### src/rtl/life_pkg.sv
// Shared definitions for the Life board sequencer.
//   DIM          board edge length (the board is DIM x DIM cells)
//   board_t      packed board image, indexed [row][col]
//   state_t      sequencer FSM states (the encoding is visible on state_o)
//   pattern_t    seed selector values driven on pattern_sel
//   pattern_rom  maps a selector to its seed board image
package life_pkg;

   localparam int DIM = 16;

   typedef logic [DIM-1:0][DIM-1:0] board_t;

   typedef enum logic [2:0] {
      ST_IDLE  = 3'd0,
      ST_LOAD  = 3'd1,
      ST_RUN   = 3'd2,
      ST_PAUSE = 3'd3,
      ST_CHECK = 3'd4,
      ST_HALT  = 3'd5
   } state_t;

   typedef enum logic [1:0] {
      PAT_BLANK   = 2'd0,
      PAT_GLIDER  = 2'd1,
      PAT_BLINKER = 2'd2,
      PAT_RPENT   = 2'd3
   } pattern_t;

   // Each seed is written row 15 first, row 0 last; bit c of a row is column c.
   localparam board_t SEED_BLANK   = '0;
   // Rows 1..3: .X. / ..X / XXX at columns 1..3
   localparam board_t SEED_GLIDER  = {192'h0, 16'h000E, 16'h0008, 16'h0004, 16'h0000};
   // Row 7, columns 6..8
   localparam board_t SEED_BLINKER = {128'h0, 16'h01C0, 112'h0};
   // Rows 6..8: .XX / XX. / .X. around column 7
   localparam board_t SEED_RPENT   = {112'h0, 16'h0080, 16'h00C0, 16'h0180, 96'h0};

   function automatic board_t pattern_rom(input pattern_t sel);
      board_t b;
      case (sel)
         PAT_GLIDER:  b = SEED_GLIDER;
         PAT_BLINKER: b = SEED_BLINKER;
         PAT_RPENT:   b = SEED_RPENT;
         default:     b = SEED_BLANK;
      endcase
      return b;
   endfunction

endpackage

### src/rtl/tick_divider.sv
// Generation pacing for the Life sequencer.
// A prescaler produces one base tick every TICK_DIV enabled cycles; a speed
// counter then fires step_tick on every (speed+1)-th base tick.
// Ports:
//   clk        system clock
//   reset      asynchronous, active-low reset
//   en         count this cycle (low = frozen, state is kept)
//   clr        synchronous clear of both counters
//   speed      generation period in base ticks, minus one
//   step_tick  one-cycle pulse: time for the next generation
module tick_divider #(
   parameter int TICK_DIV = 50_000
) (
   input  logic       clk,
   input  logic       reset,
   input  logic       en,
   input  logic       clr,
   input  logic [3:0] speed,
   output logic       step_tick
);

   localparam int             PW        = (TICK_DIV > 1) ? $clog2(TICK_DIV) : 1;
   localparam logic [PW-1:0]  PRESC_MAX = PW'(TICK_DIV - 1);

   logic [PW-1:0] presc;
   logic [3:0]    tick_cnt;
   logic          base_tick;

   assign base_tick = en && (presc == PRESC_MAX);
   // ">=" rather than "==": if speed is lowered below the current count, the
   // step fires on the very next base tick instead of wrapping through 15.
   assign step_tick = base_tick && (tick_cnt >= speed);

   // NOTE: sequential state is always assigned with <= so every register
   // samples its inputs from the same pre-edge values.
   always_ff @(posedge clk or negedge reset) begin
      if (!reset) begin
         presc    <= '0;
         tick_cnt <= '0;
      end else if (clr) begin
         presc    <= '0;
         tick_cnt <= '0;
      end else if (en) begin
         presc <= base_tick ? '0 : presc + PW'(1);
         if (base_tick) begin
            tick_cnt <= step_tick ? 4'd0 : tick_cnt + 4'd1;
         end
      end
   end

endmodule

### src/rtl/life_sequencer.sv
// Run/pause/step controller for the 16x16 Life board array.
// Loads a seed pattern, paces generations through tick_divider, and halts when
// a generation leaves the board empty or unchanged.
// Ports:
//   clk             system clock
//   reset           asynchronous, active-low reset
//   start           level: run generations
//   pause           level: hold the board (wins over start)
//   step_once       pulse: advance one generation while paused
//   load_req        pulse: load the seed chosen by pattern_sel (highest priority)
//   pattern_sel     0 blank, 1 glider, 2 blinker, 3 R-pentomino
//   speed           generation period = (speed+1) base ticks
//   pixels          current board image from the array
//   board_load      one-cycle load strobe to the array
//   board_step      one-cycle generation-advance strobe to the array
//   initial_pixels  seed image, stable while board_load is high
//   gen_count       generations since last load, saturating
//   state_o         encoded FSM state
//   halted          board is extinct or a still life
module life_sequencer
   import life_pkg::*;
#(
   parameter int TICK_DIV = 50_000,
   parameter int GEN_W    = 16
) (
   input  logic                       clk,
   input  logic                       reset,
   input  logic                       start,
   input  logic                       pause,
   input  logic                       step_once,
   input  logic                       load_req,
   input  logic [1:0]                 pattern_sel,
   input  logic [3:0]                 speed,
   input  logic [DIM-1:0][DIM-1:0]    pixels,
   output logic                       board_load,
   output logic                       board_step,
   output logic [DIM-1:0][DIM-1:0]    initial_pixels,
   output logic [GEN_W-1:0]           gen_count,
   output logic [2:0]                 state_o,
   output logic                       halted
);

   localparam logic [GEN_W-1:0] GEN_MAX = '1;

   state_t state;
   state_t origin;      // state to return to after CHECK (RUN or PAUSE)
   board_t snapshot;    // board as it was before the last step
   logic   run_mode;
   logic   div_en;
   logic   div_clr;
   logic   step_tick;

   // The step and CHECK cycles of a running board still count toward the
   // period, so generations stay exactly (speed+1)*TICK_DIV cycles apart.
   assign run_mode = (state == ST_RUN) || (state == ST_CHECK && origin == ST_RUN);
   assign div_en   = run_mode && !pause && !load_req;
   assign div_clr  = (state == ST_LOAD);
   assign state_o  = state;

   tick_divider #(
      .TICK_DIV (TICK_DIV)
   ) u_tick_divider (
      .clk       (clk),
      .reset     (reset),
      .en        (div_en),
      .clr       (div_clr),
      .speed     (speed),
      .step_tick (step_tick)
   );

   // board_step is issued from RUN/PAUSE and stays in that state for its one
   // high cycle; the edge that ends it is the edge on which the array advances,
   // so the snapshot is taken then and CHECK sees the new board next cycle.
   always_ff @(posedge clk or negedge reset) begin
      if (!reset) begin
         // NOTE: the snapshot is a plain register, not a memory, so it is
         // reset along with the rest of the state for a defined power-up image.
         state          <= ST_IDLE;
         origin         <= ST_PAUSE;
         snapshot       <= '0;
         board_load     <= 1'b0;
         board_step     <= 1'b0;
         initial_pixels <= '0;
         gen_count      <= '0;
         halted         <= 1'b0;
      end else begin
         board_load <= 1'b0;
         board_step <= 1'b0;
         if (load_req) begin
            state          <= ST_LOAD;
            board_load     <= 1'b1;
            initial_pixels <= pattern_rom(pattern_t'(pattern_sel));
            gen_count      <= '0;
            halted         <= 1'b0;
         end else begin
            case (state)
               ST_IDLE: begin
                  state <= ST_IDLE;
               end
               ST_LOAD: begin
                  state <= ST_PAUSE;
               end
               ST_PAUSE: begin
                  if (board_step) begin
                     snapshot <= pixels;
                     origin   <= ST_PAUSE;
                     state    <= ST_CHECK;
                  end else if (start && !pause) begin
                     state <= ST_RUN;
                  end else if (step_once) begin
                     // Single-stepping works with the pause switch held high.
                     board_step <= 1'b1;
                  end
               end
               ST_RUN: begin
                  if (board_step) begin
                     snapshot <= pixels;
                     origin   <= ST_RUN;
                     state    <= ST_CHECK;
                  end else if (pause) begin
                     state <= ST_PAUSE;
                  end else if (step_tick) begin
                     board_step <= 1'b1;
                  end
               end
               ST_CHECK: begin
                  if (gen_count != GEN_MAX) begin
                     gen_count <= gen_count + GEN_W'(1);
                  end
                  // Only period-1 patterns and empty boards stop the run.
                  if (pixels == '0 || pixels == snapshot) begin
                     state  <= ST_HALT;
                     halted <= 1'b1;
                  end else begin
                     state <= origin;
                  end
               end
               ST_HALT: begin
                  state <= ST_HALT;
               end
               default: begin
                  state <= ST_IDLE;
               end
            endcase
         end
      end
   end

endmodule
### config.mk
export PLATFORM = sky130hd
export DESIGN_NAME = life_sequencer
export DESIGN_NICKNAME = d
export VERILOG_FILES = /design/src/rtl/life_pkg.sv /design/src/rtl/tick_divider.sv /design/src/rtl/life_sequencer.sv
export SDC_FILE = /design/constraint.sdc
export NUM_CORES = 1
export LEC_CHECK = 0
export CAP_MARGIN = 20
export CORE_AREA = 2 2 210 212
export DETAILED_ROUTE_END_ITERATION = 8
export DIE_AREA = 0 0 212 214
export GPL_TIMING_DRIVEN = 0
export PLACE_DENSITY = 0.73
export SETUP_SLACK_MARGIN = 0.1
export SLEW_MARGIN = 20
export SYNTH_ARGS = -nofsm -noshare
export SYNTH_HDL_FRONTEND = slang
export SYNTH_SLANG_ARGS = --single-unit
export TNS_END_PERCENT = 100
### constraint.sdc
create_clock -name clk -period 6.05 [get_ports clk]
set_input_delay 0.9075 -clock clk [delete_from_list [all_inputs] [get_ports clk]]
set_output_delay 0.9075 -clock clk [all_outputs]
set_load 0.01 [all_outputs]
==> impl_metrics.env, run 1 <==
export IMPL_hold_violations=0
export IMPL_layout_nets=2353
export IMPL_insertion_delay_ns=0.54
export IMPL_hpwl_um=47200
export IMPL_drc=0
export IMPL_critical_path_startpoint="pixels[73]"
export IMPL_cpMaxStageDelayCell="nor4_1"
export IMPL_grtUsageTotal=0.249
export IMPL_core_um2=42900
export IMPL_synth_cell_type_count=50
export IMPL_ys_flop_type="dfrtp_1"
export IMPL_p_per_area_nw_per_um2=333
export IMPL_cp_start_kind="input port"
export IMPL_reg2reg_depth=6
export IMPL_grt_pass1_wl_um=83100
export IMPL_fin_crit_sh=0.587
export IMPL_path_cells="clkdlybuf4s50_1 > nor4_1 > nand4_1 > nor4_1 > nand4_1 > nor2b_1 > a21o_1"
export IMPL_hold_path_class="input port to async pin"
export IMPL_grt_overflow=0
export IMPL_required_ns=6.47
export IMPL_clock_sinks=303
export IMPL_fp_dieW_um=212
export IMPL_setup_viol=0
export IMPL_path_buf_inv=1
export IMPL_slew_viol_final=0
export IMPL_crit_reg2reg_launch="state_o[2]$_DFFE_PN0P_"
export IMPL_grt_pass1_vias=13085
export IMPL_drive_gt1_frac=0.278
export IMPL_worst_setup_path_end_kind="register"
export IMPL_area_growth_pct=35.1
export IMPL_fin_worst_skew_ns=0.0155
export IMPL_drt_iter0_markers=618
export IMPL_h_tree_depth=2
export IMPL_placed_area_um2=21900
export IMPL_fin_crit_ns=3.55
export IMPL_vdd_drop_max_v=0.000212
export IMPL_p_seq_frac=0.410
export IMPL_crit_fanout=4
export IMPL_postCtsSetupRepairBufs=0
export IMPL_slowest_delay_ns=0.65
export IMPL_seq_area_frac_synth=0.441
export IMPL_dp_cells=2624
export IMPL_worst_pin_slew_ns=1.06
export IMPL_synthesis_area_um2=17200
export IMPL_antenna_left=0
export IMPL_regToRegSetupSlack_ns=3.02
export IMPL_cts_made_buffers=36
export IMPL_syn_inst=1492
export IMPL_port_buffers=300
export IMPL_post_route_util=0.541
export IMPL_p_clk_frac=0.301
export IMPL_vias=13134
export IMPL_final_area_um2=23200
export IMPL_internal_power_mw=5.27
export IMPL_drv_cap=0
export IMPL_dp_slack_ns=2.08
export IMPL_status="complete, no violations"
export IMPL_ys_seq_elements=303
export IMPL_clock_path_buffers=3
export IMPL_ys_warn_count=0
export IMPL_ctsHoldBuffers=0
export IMPL_initial_utilization=0.401
export IMPL_synth_edff_count=0
export IMPL_fillers=3650
export IMPL_max_freq_mhz=281
export IMPL_slew_headroom=0.295
export IMPL_critical_path_top_delay_family="simple AND/OR/NAND/NOR gates"
export IMPL_finalWirelength_um=57400
export IMPL_arrival_ns=3.97
export IMPL_antenna_found_initial=8
export IMPL_p_sw_frac=0.318
export IMPL_vias_per_cell=4.88
export IMPL_wl_per_cell_um=21.3
export IMPL_switching_power_mw=2.46
export IMPL_cts_resized=0
export IMPL_comb_power_share=0.289
export IMPL_fin_total_pwr_mw=7.73
export IMPL_stdcell_count=2692
export IMPL_rsz0062_at_grt="no"
export IMPL_synthArstFlopShare=1.00
export IMPL_first_pass_iters=5
export IMPL_clockRootBuffer="clkbuf_16"
export IMPL_setup_slack_ns=2.50
export IMPL_p_leak_nw=11.6
export IMPL_critPathKind="input port to register"
export IMPL_num_rows=76
export IMPL_cts_tree="built"
export IMPL_ios=546
export IMPL_dieArea_um2=45400
export IMPL_gp_congestion=0.900
export IMPL_clk_pin_slew_worst_paths_ns=0.06
export IMPL_die_y_um=214
export IMPL_r2r_end="snapshot[114]$_DFFE_PN0P_"
export IMPL_postSynthAreaPerCell_um2=11.5
export IMPL_grt_max_degree=86
[cell families after synthesis]
family	Yosys count	share of synthesized area
AOI/OAI and AO/OA	49	0.0199
other	1	0.000218
adders and majority gates	8	0.00583
buffers and inverters	298	0.120
xor gates and xnor gates	281	0.143
DFF	303	0.441
and+or+nand+nor	293	0.0995
muxes	259	0.170
[through the flow]
stage	TNS, ns	hold slack (ns)
2_1_floorplan	0	0.474
3_3_place_gp	-2833.93	0.506
3_5_place_dp	0	0.513
4_1_cts	0	0.320
5_1_grt	0	0.339
6_report	0	0.298
[how the worst max path moves through the flow]
stage               cells after the start                                endpoint  slack, ns
finish                                  7                  state_o[1]$_DFFE_PN0P_       2.50
floorplan                               6    u_tick_divider.presc[11]$_DFFE_PN0P_       3.70
CTS                                     7                  state_o[0]$_DFFE_PN0P_       2.62
global placement                        1  u_tick_divider.tick_cnt[2]$_DFFE_PN0P_      -9.40
detailed placement                      7                  state_o[1]$_DFFE_PN0P_       2.08
global route                            7                  state_o[0]$_DFFE_PN0P_       2.55
[final cells by class]
cell class | instances | area [um^2] | area share
clock buffer | 48 | 1030 | 0.0443
timing repair buffer | 303 | 3090 | 0.133
clock inverter | 17 | 251 | 0.0108
multi-input combinational | 1135 | 8450 | 0.364
buffer | 287 | 2030 | 0.0873
sequential | 303 | 7580 | 0.327
tap | 585 | 732 | 0.0315
antenna | 3 | 7.51 | 0.000324
inverter | 11 | 41.3 | 0.00178
[per-layer routing]
metal  vias up  GRT usage  wire (um)
met5         -          0         55
met4        10      0.115       2760
met3       123     0.0416       3610
met2       562      0.459      30200
met1      6477      0.276      20800
li1       5962          -          -
[power by group through the flow]
| stage | Clock, mW | Combinational [mW] | Sequential (mW) |
|---|---|---|---|
| finish | 2.33 | 2.23 | 3.17 |
| global route | 2.45 | 2.39 | 3.24 |
| CTS | 2.37 | 2.23 | 3.16 |
| detailed placement | 0 | 2.21 | 3.19 |
| global placement | 0 | 2.15 | 3.14 |
| floorplan | 0 | 1.40 | 3.09 |
[placed cells by master, fill, tap and decap left out, types with 2 or more instances in the layout]
master / n
xor2_1: 275
and4_1: 5
a21o_1: 5
nor2b_1: 2
diode_2: 3
and3_1: 6
conb_1: 245
clkbuf_8: 6
dfrtp_1: 302
nor2_1: 35
clkinvlp_4: 2
or3_1: 3
nand2_1: 23
buf_2: 2
nand3_1: 16
nand2b_1: 4
a21oi_1: 15
clkbuf_16: 37
nand3b_1: 4
nand4_1: 45
a31oi_1: 2
nor4_1: 139
xnor2_1: 6
buf_16: 3
o21ai_0: 12
bufinv_16: 5
mux2i_1: 2
a211o_1: 2
clkbuf_1: 37
clkdlybuf4s50_1: 299
clkinv_2: 8
buf_4: 252
nor3b_1: 2
ha_1: 8
mux2_2: 257
inv_1: 11
nor3_1: 3
[synthesized netlist by cell type, types with 2 or more instances]
master      n  area [um^2]
buf_2       2         10.0
dfrtp_1   302         7560
nand4_1    45          282
nor4_1    139          870
buf_4     252         1890
a21oi_1    15         75.1
ha_1        8          100
nand2b_1    4         25.0
mux2_2    257         2890
nor3b_1     2         15.0
nand3_1    16         80.1
nor2_1     35          131
nor3_1      3         15.0
a31oi_1     2         12.5
or3_1       3         18.8
inv_1      11         41.3
nand2_1    23         86.3
a21o_1      5         37.5
nor2b_1     2         12.5
xnor2_1     6         52.6
a211o_1     2         17.5
clkbuf_1   32          120
nand3b_1    4         30.0
o21ai_0    12         60.1
xor2_1    275         2410
and3_1      6         37.5
mux2i_1     2         20.0
and4_1      5         43.8
[sequential cells by signal, summed over array words and instances (netlist names)]
signal and cells:
board_load 1, u_tick_divider.presc 16, u_tick_divider.tick_cnt 4, board_step 1
snapshot 256, initial_pixels 4, state_o 3, halted 1
origin 1, gen_count 16
(Power assumes the default switching activity.)
==> inputs of run 2 (changes only) <==
--- a/config.mk
+++ b/config.mk
@@ -6,11 +6,11 @@
 export NUM_CORES = 1
 export LEC_CHECK = 0
 export CAP_MARGIN = 20
-export CORE_AREA = 2 2 210 212
+export CORE_AREA = 2 2 209 211
 export DETAILED_ROUTE_END_ITERATION = 8
-export DIE_AREA = 0 0 212 214
+export DIE_AREA = 0 0 211 213
 export GPL_TIMING_DRIVEN = 0
-export PLACE_DENSITY = 0.73
+export PLACE_DENSITY = 0.77
 export SETUP_SLACK_MARGIN = 0.1
 export SLEW_MARGIN = 20
 export SYNTH_ARGS = -nofsm -noshare
==> constraint.sdc (replaced) <==
create_clock -name clk -period 3.2 [get_ports clk]
set_input_delay 0.48 -clock clk [delete_from_list [all_inputs] [get_ports clk]]
set_output_delay 0.48 -clock clk [all_outputs]
set_load 0.01 [all_outputs]
==> impl_metrics.env, run 2 (same netlist as run 1, synthesis figures left out) <==
export IMPL_crit_fanout=10
export IMPL_worst_pin_slew_ns=1.08
export IMPL_drv_cap=0
export IMPL_required_ns=3.60
export IMPL_comb_power_share=0.294
export IMPL_dieArea_um2=44900
export IMPL_largest_register="snapshot"
export IMPL_setup_viol=0
export IMPL_status="complete, no violations"
export IMPL_clk_pin_slew_worst_paths_ns=0.06
export IMPL_hpwl_um=47000
export IMPL_vias_per_cell=4.98
export IMPL_fp_dieW_um=211
export IMPL_fin_crit_ns=3.06
export IMPL_finalSetupTns_ns=0
export IMPL_fillers=3618
export IMPL_h_tree_depth=2
export IMPL_gp_congestion=0.943
export IMPL_num_rows=76
export IMPL_slew_viol_final=0
export IMPL_vias=13199
export IMPL_grt_pass1_vias=13111
export IMPL_core_um2=42700
export IMPL_p_sw_frac=0.321
export IMPL_antenna_left=0
export IMPL_fin_crit_sh=0.957
export IMPL_crit_reg2reg_launch="state_o[2]$_DFFE_PN0P_"
export IMPL_port_buffers=300
export IMPL_grt_overflow=0
export IMPL_switching_power_mw=4.58
export IMPL_drt_iter0_markers=716
export IMPL_antenna_found_initial=6
export IMPL_drc=0
export IMPL_grt_max_degree=92
export IMPL_wl_per_cell_um=21.5
export IMPL_reg_top3="snapshot (256), gen_count (16), u_tick_divider.presc (16)"
export IMPL_fin_total_pwr_mw=14.3
export IMPL_post_route_util=0.540
export IMPL_final_cell_mix="dfrtp_1, clkdlybuf4s50_1, xor2_1, mux2_2, buf_4"
export IMPL_critPathKind="register to register"
export IMPL_grt_pass1_wl_um=81000
export IMPL_r2r_end="snapshot[118]$_DFFE_PN0P_"
export IMPL_initial_utilization=0.402
export IMPL_insertion_delay_ns=0.54
export IMPL_vdd_drop_max_v=0.000357
export IMPL_reg2reg_depth=6
export IMPL_regToRegSetupSlack_ns=0.14
export IMPL_slew_headroom=0.278
export IMPL_p_per_area_nw_per_um2=618
export IMPL_cp_start_kind="register"
export IMPL_ctsHoldBuffers=1
export IMPL_cts_made_buffers=36
export IMPL_max_freq_mhz=326
export IMPL_first_pass_iters=5
export IMPL_p_seq_frac=0.421
export IMPL_hold_path_class="input port to async pin"
export IMPL_internal_power_mw=9.69
export IMPL_final_common_cell="dfrtp_1"
export IMPL_p_clk_frac=0.285
export IMPL_rsz0062_at_grt="no"
export IMPL_area_growth_pct=34.3
export IMPL_ios=546
export IMPL_die_y_um=213
export IMPL_cts_resized=0
export IMPL_postCtsSetupRepairBufs=0
export IMPL_layout_nets=2354
export IMPL_cts_tree="built"
export IMPL_clock_sinks=303
export IMPL_hold_violations=0
export IMPL_grtUsageTotal=0.246
export IMPL_clock_path_buffers=3
export IMPL_arrival_ns=3.46
export IMPL_p_leak_nw=11.5
export IMPL_largest_reg_flops=256
export IMPL_clockRootBuffer="clkbuf_16"
export IMPL_worst_setup_path_end_kind="register"
export IMPL_finalWirelength_um=57100
export IMPL_fin_worst_skew_ns=0.0245
export IMPL_drive_gt1_frac=0.276
[run 2: layer usage]
metal	GRT usage	routed length, um	share of wire
met4	0.133	3240	0.057
met3	0.0444	3820	0.067
met5	0	55	0.00096
met1	0.271	20400	0.36
met2	0.451	29600	0.52
[run 2: worst max-delay path by stage]
| stage | startpoint | to | depth (start not counted) |
|---|---|---|---|
| 3_3_place_gp | reset | board_step$_DFF_PN0_ | 1 |
| 6_report | state_o[2]$_DFFE_PN0P_ | snapshot[118]$_DFFE_PN0P_ | 6 |
| 3_5_place_dp | load_req | snapshot[118]$_DFFE_PN0P_ | 5 |
| 4_1_cts | state_o[2]$_DFFE_PN0P_ | snapshot[118]$_DFFE_PN0P_ | 6 |
| 2_1_floorplan | state_o[2]$_DFFE_PN0P_ | snapshot[100]$_DFFE_PN0P_ | 6 |
| 5_1_grt | state_o[2]$_DFFE_PN0P_ | snapshot[118]$_DFFE_PN0P_ | 6 |
[run 2: critical path, stage by stage, from the launching register on]
cell and delay [ns]:
dfrtp_1 0.48, inv_1 0.11, ha_1 0.21, nand3b_1 0.34
clkbuf_1 0.49, clkbuf_1 0.86, mux2_2 0.43
[run 2: power by group through the flow]
stage	Combinational, mW	Sequential (mW)	Clock [mW]
finish	4.19	6.01	4.07
global route	4.47	6.13	4.31
CTS	4.17	5.97	4.14
detailed placement	4.14	6.03	0
global placement	4.02	5.94	0
floorplan	2.64	5.85	0
[run 2: cell type report]
cell class	count	area, um^2	share of cell area
multi-input cells	1135	8450	0.366
flip-flops and latches	303	7580	0.329
repair buffers	304	3100	0.134
plain buffers	287	2030	0.0878
clock buffers	48	1010	0.0437
well taps	546	683	0.0296
clock inverters	16	176	0.00765
inverters	11	41.3	0.00179
diodes	2	5.00	0.000217
[run 2: per-stage QoR]
step,hold WS [ns],setup slack (ns),std cells,cell area (um^2)
global route,0.531,0.106,2651,23100
floorplan,0.184,1.17,1736,18100
detailed placement,0.507,-0.313,2585,21900
finish,0.504,0.136,2652,23100
global placement,0.506,-11.69,2582,21800
CTS,0.526,0.176,2650,23100
==> RTL edit 1 (flow settings as in run 2) <==
`TICK_DIV` is set to 50_000 in 2 places; all go to 200_000.
--- a/src/rtl/tick_divider.sv
+++ b/src/rtl/tick_divider.sv
@@ -11,3 +11,3 @@
 module tick_divider #(
-   parameter int TICK_DIV = 50_000
+   parameter int TICK_DIV = 200_000
 ) (
--- a/src/rtl/life_sequencer.sv
+++ b/src/rtl/life_sequencer.sv
@@ -22,3 +22,3 @@
 #(
-   parameter int TICK_DIV = 50_000,
+   parameter int TICK_DIV = 200_000,
    parameter int GEN_W    = 16
Behaviour: no difference found for any inputs over 4 cycles, from zero or initial values and one cycle with reset low; that may be too few to reach the edited logic, so the function may still have changed.
==> RTL edit 1 against run 2 <==
Via count up 0.35%; clock skew up 0.0052 ns; area after synthesis up 0.34%; worst setup slack worse by 0.094 ns; count of clock-buffer cells in the layout up 7; global-route usage up 0.62 points; combinational power down 49%; cell area up 0.72%; sequential cell count up 2; routed wire length up 1.9%; critical path depth up 1; sequential power down 28%; power down 26%; largest power group unchanged.
==> RTL edit 1: results (changes against run 2) <==
| Metric | Value |
|---|---|
| Outcome | `finished, final reports clean` |
| Hpwl dp | `48.04 mm (+2.1%)` |
| Area share of the largest cell type after synthesis | `0.4413 (+0.001435)` |
| Worst Path Max Fanout | `3 (-7)` |
| Fill cell count | `3666 (+1.3%)` |
| CP Data Arrival Time | `3.59 ns (+0.13 ns)` |
| M3 GR Usage | `0.04133 (-0.003089)` |
| Post-Synth XOR/XNOR Area | `0.1433 (about the same)` |
| Synth top cells by count | `dfrtp_1, xnor2_1, mux2_2` |
| Final worst slack | `0.04222 ns (-0.09422 ns)` |
| Mux contribution to synthesized area | `0.1672 (-0.002454)` |
| Max Clock Skew | `0.02974 ns (+0.005200 ns)` |
| Worst R2R Setup Slack | `0.16 ns (+0.02 ns)` |
| Worst slew margin | `0.3613 (+0.08287)` |
| Pin count of the biggest net entering global routing | `93 (+1.1%)` |
| CP delay by family, top | `simple AND/OR/NAND/NOR gates` |
| WL met3 | `3.788 mm (-0.71%)` |
| Via count | `13250 (+0.35%)` |
| Met2 Resource Use GR | `0.4648 (+0.01407)` |
| GRT Total Usage | `0.2525 (+0.006241)` |
| Net Sw Frac | `0.2820 (-0.03878)` |
| Initial DRC Count | `825 (+15%)` |
| WL met2 | `30.45 mm (+2.8%)` |
| 1st-pass router iterations | `7 (+2)` |
| Met1 Use GR | `0.2784 (+0.007685)` |
| R2R cell count | `7 (+1)` |
RTL edit 1: cell count changes after synthesis, moves of 3 or more:
| cell | before | now |
|---|---|---|
| nor3_1 | 3 | 6 |
| inv_1 | 11 | 17 |
| nand4_1 | 45 | 87 |
| xnor2_1 | 6 | 259 |
| nand3_1 | 16 | 19 |
| nand2_1 | 23 | 28 |
| nand2b_1 | 4 | 7 |
| nor4_1 | 139 | 88 |
| xor2_1 | 275 | 23 |
| nor2_1 | 35 | 47 |
RTL edit 1: final cells by class:
type / instances / area [sq um] / share of cell area
antenna: 7 / 17.52 / 0.0007539
buffer: 286 / 2048 / 0.08815
clock buffer: 55 / 1052 / 0.04529
clock inverter: 10 / 146.4 / 0.006300
inverter: 18 / 67.56 / 0.002908
multi-input combinational: 1145 / 8486 / 0.3652
sequential: 305 / 7634 / 0.3285
tap: 546 / 683.2 / 0.02940
timing repair buffer: 304 / 3100 / 0.1334
==> RTL edit 2 (config.mk and constraints of run 2) <==
Made on the original files. Register the input `load_req` before use. The logic sees it one clock later. The other inputs are not delayed to match.
--- a/src/rtl/life_sequencer.sv
+++ b/src/rtl/life_sequencer.sv
@@ -44,2 +44,8 @@
 
+   logic load_req_q;
+
+   always_ff @(posedge clk) begin
+      load_req_q <= load_req;
+   end
+
    state_t state;
@@ -55,3 +61,3 @@
    assign run_mode = (state == ST_RUN) || (state == ST_CHECK && origin == ST_RUN);
-   assign div_en   = run_mode && !pause && !load_req;
+   assign div_en   = run_mode && !pause && !load_req_q;
    assign div_clr  = (state == ST_LOAD);
@@ -88,3 +94,3 @@
          board_step <= 1'b0;
-         if (load_req) begin
+         if (load_req_q) begin
             state          <= ST_LOAD;
Behaviour: not the same (Yosys sat finds a counterexample within 4 cycles, from zero or initial values and one cycle with reset low).
==> RTL edit 2 against run 2 <==
The run now ends with setup timing left; sequential cell count grew 1; worst hold slack got worse by 0.10 ns; global-route usage up 0.26 points; power fell by 20%; area after synthesis down 0.13%; combinational power fell by 37%; synthesized cell count barely moved; worst setup slack got worse by 0.15 ns; clock power decreased by 4%; cell area down 0.49%; routed wire length up 0.15%; largest cell class unchanged; largest power group unchanged; highest routed layer unchanged.
==> RTL edit 2: results (changes against run 2) <==
| Metric | Value |
|---|---|
| Pin count of the biggest net entering global routing | `82 (-11%)` |
| Share of layout cells above drive strength 1 | `0.2749 (-0.001248)` |
| Violated checks | `setup timing` |
| R2R cell count | `7 (+1)` |
| Fraction of area in multi-input gates | `0.3657 (-0.0004389)` |
| Initial antenna violation count | `7 (+1)` |
| PnR Total Power | `11450 uW (-20%)` |
| CP max stage cell | `nor4_1` |
| Clkbuf count | `46 (-4.2%)` |
| Hold Slack | `0.4020 ns (-0.1025 ns)` |
| Worst stage delay on the critical path | `0.79 ns (-0.07 ns)` |
| Net Sw Frac | `0.2967 (-0.02417)` |
| Clock-cell share | `0.04709 (-0.004218)` |
| First-pass GRT wire length | `81.39 mm (+0.49%)` |
| Met2 Resource Use GR | `0.4457 (-0.005104)` |
| CP delay by family, top | `simple AND/OR/NAND/NOR gates` |
| RR Endpoint | `snapshot[119]$_DFFE_PN0P_` |
| Hold Crit Class | `in -> reg` |
| Setup crit start | `pixels[210]` |
| GRT Total Usage | `0.2488 (+0.002569)` |
| Non-clock inverter count | `13 (+2)` |
| Setup crit end | `state_o[1]$_DFFE_PN0P_` |
| Post-DP Area | `0.02185 sq mm (-0.10%)` |
| WL met3 | `3.915 mm (+2.6%)` |
| M3 GR Usage | `0.03839 (-0.006030)` |
| Wire length on met1 | `20.45 mm (+0.27%)` |
| Outcome | `finished, violations left` |
| Max Clock Skew | `0.02640 ns (+0.001862 ns)` |
| Final worst slack | `-0.01411 ns (-0.1505 ns)` |
| WL met2 | `29.15 mm (-1.6%)` |
| CP Data Arrival Time | `3.60 ns (+0.14 ns)` |
| Power share of the clock group | `0.340 (+0.055)` |
| Nonclk buf count | `590 (-0.17%)` |
| Vias per cell | `5.024 (+0.94%)` |
| NonClk Buf Share | `0.2235 (+0.001254)` |
| Register area share after synthesis | `0.4432 (+0.001746)` |
| FFs w/ async S/R, synth | `0.9967 (-0.003289)` |
| Met1 Use GR | `0.2776 (+0.006884)` |
| Hpwl dp | `46.48 mm (-1.2%)` |
| Top Metal Used | `met5` |
| Placed insts | `2586 (+0.039%)` |
| Count of warnings emitted by yosys | `0 (unchanged)` |
| Final Util | `0.5377 (-0.002637)` |
| Worst Path Max Fanout | `3 (-7)` |
| Initial DRC Count | `811 (+13%)` |
| Post-synthesis area per instance | `11.49 sq um (-0.20%)` |
| Hold path endpoint | `load_req_q$_DFF_P_` |
| Reg power frac | `0.428 (+0.007)` |
| Ant. Diodes | `6 (+4)` |
| Largest cells by area after synthesis | `dfrtp_1, mux2_2, xor2_1` |
| Finish-stage setup viols | `2 (+2)` |
| Worst slew margin | `0.3482 (+0.06977)` |
| Seq Cell Count | `304 (+0.33%)` |
| Multi-Input Combinational | `1134 (-0.088%)` |
| Routed len/inst | `21.59 microns (+0.19%)` |
## RTL edit 2: changes by cell type in the layout (fill, tap and decap cells not counted), sizes merged, moves of 3 or more
| cell | before | now |
|---|---|---|
| or3 | 3 | 7 |
| a22oi | 0 | 3 |
| xnor2 | 6 | 1 |
| a21oi | 15 | 20 |
| clkbuf | 80 | 77 |
| clkinv | 13 | 9 |
| o21ai | 13 | 18 |
| diode | 2 | 6 |
| inv | 11 | 15 |
## RTL edit 2: timing repair
action | CTS | global route
resized for setup | 0 | 5
endpoints found under the hold margin | 80 | 0
endpoints found under the setup margin | 0 | 19
hold buffers | 1 | 0
## RTL edit 2: cell families after synthesis
group                      after synthesis  synth area share
xor gates and xnor gates               274            0.1399
other                                    1         0.0002186
buffers and inverters                  299            0.1210
adders and majority gates                8          0.005834
DFF                                    304            0.4432
AOI/OAI and AO/OA                       58           0.02137
muxes                                  259            0.1698
and+or+nand+nor                        290           0.09874
